==> config.mk <==
export PLATFORM = sky130hd
export DESIGN_NAME = clock_set_ctrl
export DESIGN_NICKNAME = d
export VERILOG_FILES = /design/src/rtl/clock_set_ctrl.sv
export SDC_FILE = /design/constraint.sdc
export NUM_CORES = 1
export LEC_CHECK = 0
export BUFFER_PORTS_ARGS = -buffer_cell sky130_fd_sc_hd__buf_2
export CORE_MARGIN = 4
export CORE_UTILIZATION = 30
export DETAILED_ROUTE_END_ITERATION = 8
export PLACE_DENSITY = 0.59
export SLEW_MARGIN = 20
export SYNTH_ARGS = -nofsm -noshare
export SYNTH_HDL_FRONTEND = slang
export SYNTH_SLANG_ARGS = --single-unit
==> constraint.sdc <==
create_clock -name clk -period 2.5 [get_ports clk]
set_clock_uncertainty 0.05 [all_clocks]
set_input_delay 0 -clock clk [delete_from_list [all_inputs] [get_ports clk]]
set_output_delay 0 -clock clk [all_outputs]
set_load 0.05 [all_outputs]
==> src/rtl/clock_set_ctrl.sv <==
// Time-setting controller: walks RUN -> SET_HOUR -> SET_MIN on key pulses, edits hour/minute,
// blinks the field being edited and commits with a one-cycle load strobe. Idle timeout abandons the edit.
module clock_set_ctrl #(
    parameter int TIMEOUT_SEC = 30,
    parameter int BLINK_HALF  = 25_000_000
) (
    input  logic       clk,
    input  logic       rst,
    input  logic       key_short,
    input  logic       key_long,
    input  logic       tick_sec,
    input  logic [4:0] cur_hour,
    input  logic [5:0] cur_min,
    output logic [4:0] set_hour,
    output logic [5:0] set_min,
    output logic       load,
    output logic [1:0] set_mode,
    output logic       blink
);

    localparam logic [1:0] S_RUN  = 2'b00;
    localparam logic [1:0] S_HOUR = 2'b01;
    localparam logic [1:0] S_MIN  = 2'b10;

    localparam logic [7:0]  IDLE_LAST  = 8'(TIMEOUT_SEC - 1);
    localparam logic [25:0] BLINK_LAST = 26'(BLINK_HALF - 1);

    logic [1:0]  mode, nxt_mode;
    logic [7:0]  idle_cnt;
    logic [25:0] blink_cnt;
    logic        capture, inc_hour, inc_min, commit, restart_blink;
    logic        key_any, tick_to;

    assign key_any = key_short | key_long;
    // The tick that would bring the idle count up to TIMEOUT_SEC.
    assign tick_to = tick_sec && (idle_cnt == IDLE_LAST);

    // key_long outranks key_short, and any key outranks a timeout in the same cycle.
    always_comb begin
        nxt_mode      = mode;
        capture       = 1'b0;
        inc_hour      = 1'b0;
        inc_min       = 1'b0;
        commit        = 1'b0;
        restart_blink = 1'b0;
        case (mode)
            S_RUN: begin
                if (key_long) begin
                    nxt_mode      = S_HOUR;
                    capture       = 1'b1;
                    restart_blink = 1'b1;
                end
            end
            S_HOUR: begin
                if (key_long) begin
                    nxt_mode      = S_MIN;
                    restart_blink = 1'b1;
                end else if (key_short) begin
                    inc_hour      = 1'b1;
                    restart_blink = 1'b1;
                end else if (tick_to) begin
                    nxt_mode = S_RUN;
                end
            end
            S_MIN: begin
                if (key_long) begin
                    nxt_mode = S_RUN;
                    commit   = 1'b1;
                end else if (key_short) begin
                    inc_min       = 1'b1;
                    restart_blink = 1'b1;
                end else if (tick_to) begin
                    nxt_mode = S_RUN;
                end
            end
            default: nxt_mode = S_RUN;
        endcase
    end

    always_ff @(posedge clk) begin
        if (rst) begin
            mode      <= S_RUN;
            set_hour  <= 5'd0;
            set_min   <= 6'd0;
            load      <= 1'b0;
            idle_cnt  <= 8'd0;
            blink_cnt <= 26'd0;
            blink     <= 1'b0;
        end else begin
            mode <= nxt_mode;
            load <= commit;

            if (capture) begin
                set_hour <= (cur_hour > 5'd23) ? 5'd0 : cur_hour;
                set_min  <= (cur_min  > 6'd59) ? 6'd0 : cur_min;
            end else if (inc_hour) begin
                set_hour <= (set_hour == 5'd23) ? 5'd0 : set_hour + 5'd1;
            end else if (inc_min) begin
                set_min  <= (set_min == 6'd59) ? 6'd0 : set_min + 6'd1;
            end

            if (mode == S_RUN || nxt_mode == S_RUN || key_any)
                idle_cnt <= 8'd0;
            else if (tick_sec)
                idle_cnt <= idle_cnt + 8'd1;

            if (nxt_mode == S_RUN) begin
                blink     <= 1'b0;
                blink_cnt <= 26'd0;
            end else if (restart_blink) begin
                blink     <= 1'b1;
                blink_cnt <= 26'd0;
            end else if (blink_cnt == BLINK_LAST) begin
                blink     <= ~blink;
                blink_cnt <= 26'd0;
            end else begin
                blink_cnt <= blink_cnt + 26'd1;
            end
        end
    end

    assign set_mode = mode;

endmodule

## Yosys cells after proc, flatten, opt, wreduce, memory -nomap -nowiden

Index checks and enable logic that the tools add are counted.

- Flip-flop bits (word level): 49
- Logic and storage cells: 61
- Output and inout port bits: 15
- Input port bits: 16

- Muxes and demuxes: 25
- Reductions and logical operators: 13
- Bitwise gates (word level): 3
- Eq/ne operators: 7
- $lt $le $gt $ge: 2
- Add/sub/neg operators: 4

Operators with widths:

| operator | number |
|---|---|
| 6-bit two-way mux | 5 |
| 26-bit by 1-bit adder with 26-bit output (second input constant) | 1 |
| 26-bit by 25-bit equality test with 1-bit output (second input constant) | 1 |
| 5-bit two-way mux | 4 |
| 2-bit two-way mux | 5 |
| 1-bit two-way mux | 9 |
| 8-bit by 1-bit adder with 8-bit output (second input constant) | 1 |
| 8-bit by 5-bit equality test with 1-bit output (second input constant) | 1 |
| 6-bit by 1-bit adder with 6-bit output (second input constant) | 1 |
| 6-bit equality test (second input constant) | 1 |
| 6-bit > comparator (second input constant) | 1 |
| 2-bit case mux with 3 select lines | 1 |
| 2-bit nonzero test | 3 |
| 2-bit OR reduction | 3 |
| 5-bit by 1-bit adder with 5-bit output (second input constant) | 1 |
| 5-bit equality test (second input constant) | 1 |
| 5-bit > comparator (second input constant) | 1 |
| 2-bit logical NOT | 2 |
| 4-bit OR reduction | 1 |
| 1-bit case mux with 3 select lines | 1 |
| 2-bit by 1-bit equality test with 1-bit output (second input constant) | 1 |
| 2-bit equality test (second input constant) | 1 |
| 1-bit logical OR | 2 |
| 2-bit != test (second input constant) | 1 |
| other kinds (4) | 5 |

## Logic depth before layout (Yosys ltp)

- Depth after elaboration: 10
- Gate-level depth with buffers: 7
- Mapped depth without buffers: 6

## Worst setup path after synthesis

No wires, ideal clock.

- Path kind: register to register
- Start point: register mode[1] (netlist: set_mode[1])
- End point: register set_min[4]
- Slack: 0.627 ns
- Cell stages (with the launch flop): 6
- Setup time: 0.086 ns
- Period minus slack after synthesis: 1.873 ns
- Arrival: 1.737 ns
- Cells stage by stage: dfxtp_1 > buf_1 > nand3b_1 > a21oi_1 > nor2_1 > a211oi_1

- Cells in the longest elaborated chain, start to end: 4

Ends and longest elaborated chain:

| item | RTL line | RTL |
|---|---|---|
| start: declaration | 28 | `logic [1:0] mode, nxt_mode;` |
| start signal: assignment | 90 | `mode <= nxt_mode;` |
| 2-bit by 1-bit equality test with 1-bit output, or another cell as far along | 46 | `case (mode)` |
| 1-bit two-way mux | 46 |  |
| 2-bit != test (no source line) / 2-bit nonzero test (equally long branches) | - |  |
| 2-bit AND reduction (no source line) | - |  |
| end signal: assignment | 95 | `set_min <= (cur_min > 6'd59) ? 6'd0 : cur_min;` |
| end signal: assignment | 99 | `set_min <= (set_min == 6'd59) ? 6'd0 : set_min + 6'd1;` |
| end: declaration | 15 | `output logic [5:0] set_min,` |

Several ways; a longest one is shown, not always the timed one.
A chain may end at the register's enable or synchronous reset.

## Worst setup path in the final report

- Start point: register blink_cnt[12]
- End point: register blink_cnt[19]

- Cells in the longest elaborated chain, start to end: 2

Ends and longest elaborated chain:

| item | RTL line | RTL |
|---|---|---|
| start: declaration | 30 | `logic [25:0] blink_cnt;` |
| start signal: assignment | 117 | `blink_cnt <= blink_cnt + 26'd1;` |
| branches (longest 2 deep; another with 26-bit by 1-bit adder with 26-bit output) | - |  |

Parallel ways; which one is timed is not known.

==> metrics <==
Netlist cell types 49; post-CTS sizing 0; via count 2305; TritonCTS buffer count 5; vias in the first global route 2093; GRT overflow 0; Setup crit end kind register; Final setup viols 0; clk sinks 49; final instance area 2992 sq um; area leader, netlist dfxtp_1; Post-CTS Setup Inserts 0; drt first pass iters 4; CP startpoint kind register; fmax 475.5 MHz; CP peak stage delay 620 ps; post-synth top area share 0.3728; # IOs 31; average size of a mapped cell 8.627 sq um; Reg clk slew, reported paths 100 ps; Tmin final 2103 ps; layout cells sized above 1 0.1532; Pleak 1.020 nW; met1 usage 0.1586; first-pass GRT wire length 9.680 mm; routed wire length 5.708 mm; drc violations 0; Final Cycle Share 0.8413; maxcap violations 0; Hold Buf Count CTS 7; Starting Density 0.3139; Worst Path Arrival 2260 ps; Max rail drop VDD 0.2043 mV; crit-path cells and4_1 -> nand4_1 -> or4_1 -> a211oi_1; Critical-path top delay cell or4_1; M3 GR Usage 0.02479; Avg WL per Cell 13.03 um; synthesized cell area 2631 sq um; # diodes 0; Max H-tree Level 2; root buffer cell clkbuf_8; worst-margin pin slew 685.8 ps; Hold Violations, Final 0; Seq/Total Area, Yosys 0.3728; Final GP Congestion 0.7921; initial antenna violation count 0; Core Area 8382 sq um; met2 GRT Util 0.1781; row count 33; largest net degree at the start of global routing 35; Final nets 353; Slew HR 0.5412; Fillers 875; antenna-violating nets left 0; RSZ-0062 raised after global routing no; Via-to-Cell Ratio 5.263; Crit Path Category reg -> reg; pwr dens 543.7 nW/um^2; grt peak-use layer met2; GRT Total Usage 0.1152; cells after synthesis 305; #FFs+latches synth 49; Area Growth Syn to Fin 13.69%; placed wire-length estimate 3.881 mm; IO Port Bufs 30; EDFF count, synth 0; die height 101.7 um; ys flop type dfxtp_1; Ys Warns 0; Skew-Pair Late Insertion Delay 310 ps; top post-synthesis cells by area dfxtp_1 37%, a211oi_1 5.4%, xor2_1 3.7%; critical path peak fanout 16; syn_nets 326; dpl cell area 2810 sq um; initial detailed-routing violation count 67; data required time of the critical path 2660 ps; Sum Neg Setup Slack 0 ps; pins over their slew limit 0; status completed; CTS tree built; die width 101.7 um; die area 10330 sq um; Layout Utilization 0.3569; asr flop ratio synth 0; Max Root-Sink Buffers 2; Pwr Total 1.627 mW; HP Class in -> reg
[worst max-delay path: cells and delay by family (launching register included)]
family	cells	cell delay (ps)
compound gates	1	240
flops	1	380
simple gates	3	1330
[power by group]
group | switching [mW] | total [mW] | internal, mW
sequential | 0.0289 | 0.830 | 0.801
combinational | 0.147 | 0.221 | 0.0741
clock | 0.275 | 0.576 | 0.301
total | 0.451 | 1.63 | 1.18
[cell usage after synthesis (3+ instances only)]
cell type / instances
nor3_1: 19
o31ai_1: 7
buf_6: 3
nand2b_1: 7
inv_1: 9
a31oi_1: 6
nand3_1: 12
nand2_1: 16
and3_1: 5
nor2_1: 21
o21ai_0: 11
a211oi_1: 19
or3_1: 7
a21oi_1: 15
clkbuf_1: 9
nand3b_1: 4
buf_2: 3
xor2_1: 11
nor3b_1: 3
xnor2_1: 8
or4_1: 7
nand4_1: 10
dfxtp_1: 49
ha_1: 5
and4_1: 5
[layout by cell type, fill, tap and decap left out, types with 3 or more instances in the layout]
| cell type | count |
|---|---|
| buf_2 | 30 |
| nand3_1 | 12 |
| or4_1 | 7 |
| inv_1 | 9 |
| dfxtp_1 | 49 |
| o21ai_0 | 11 |
| nor3b_1 | 3 |
| nand4_1 | 10 |
| nand2_1 | 16 |
| a21oi_1 | 15 |
| and3_1 | 5 |
| nor2_1 | 21 |
| xnor2_1 | 8 |
| a211oi_1 | 19 |
| nand2b_1 | 7 |
| clkbuf_8 | 5 |
| and4_1 | 5 |
| a31oi_1 | 6 |
| ha_1 | 5 |
| o31ai_1 | 7 |
| or3_1 | 7 |
| nor3_1 | 19 |
| dlygate4sd3_1 | 7 |
| nand3b_1 | 4 |
| xor2_1 | 11 |
[state kept, by name, summed over array words and instances, names as in the netlist]
| name | cells |
|---|---|
| blink_cnt | 26 |
| idle_cnt | 8 |
| set_min | 6 |
| set_hour | 5 |
| set_mode | 2 |
| blink | 1 |
| load | 1 |
[path summary, 6_finish.rpt]
kind / cells after the start / end / from / slack, ps
setup reg to reg: 4 / blink_cnt[19] / blink_cnt[12] / 400
hold / removal: 3 / set_hour[4] / cur_hour[4] / 9
setup / recovery: 4 / blink_cnt[19] / blink_cnt[12] / 400
hold reg to reg: 1 / blink_cnt[0] / blink_cnt[0] / 400
[metal layers]
| layer | wire, um | share of wire |
|---|---|---|
| met1 | 2861 | 0.50 |
| met2 | 2550 | 0.45 |
| met3 | 210 | 0.037 |
| met4 | 85 | 0.015 |
| met5 | 0 | 0 |
[kinds of logic after synthesis]
family	after synthesis	synth area share
multiplexers	1	0.003804
flip-flops	49	0.3728
buffers and inverters	28	0.05753
AND/OR/NAND/NOR	134	0.3034
AO/OA/AOI/OAI	69	0.1755
XOR/XNOR	19	0.06324
adder cells (fa/ha/maj)	5	0.02378
[final cells by class]
cell class	count	area, sq um	share of cell area
clock inverter	2	38.79	0.01297
multi-input combinational	228	1499	0.5010
timing repair buffer	39	235.2	0.07863
clock buffer	6	72.57	0.02426
sequential	49	980.9	0.3279
tap	105	131.4	0.04391
inverter	9	33.78	0.01129
[per-stage QoR]
step	setup WS, ps	cells	hold slack, ps
finish	396.8	438	8.799
detailed placement	406.1	423	245.2
floorplan	627.3	305	124.0
CTS	375.2	438	0.3293
global placement	471.7	423	250.1
global route	203.1	438	10.82
(Power assumes the default switching activity.)
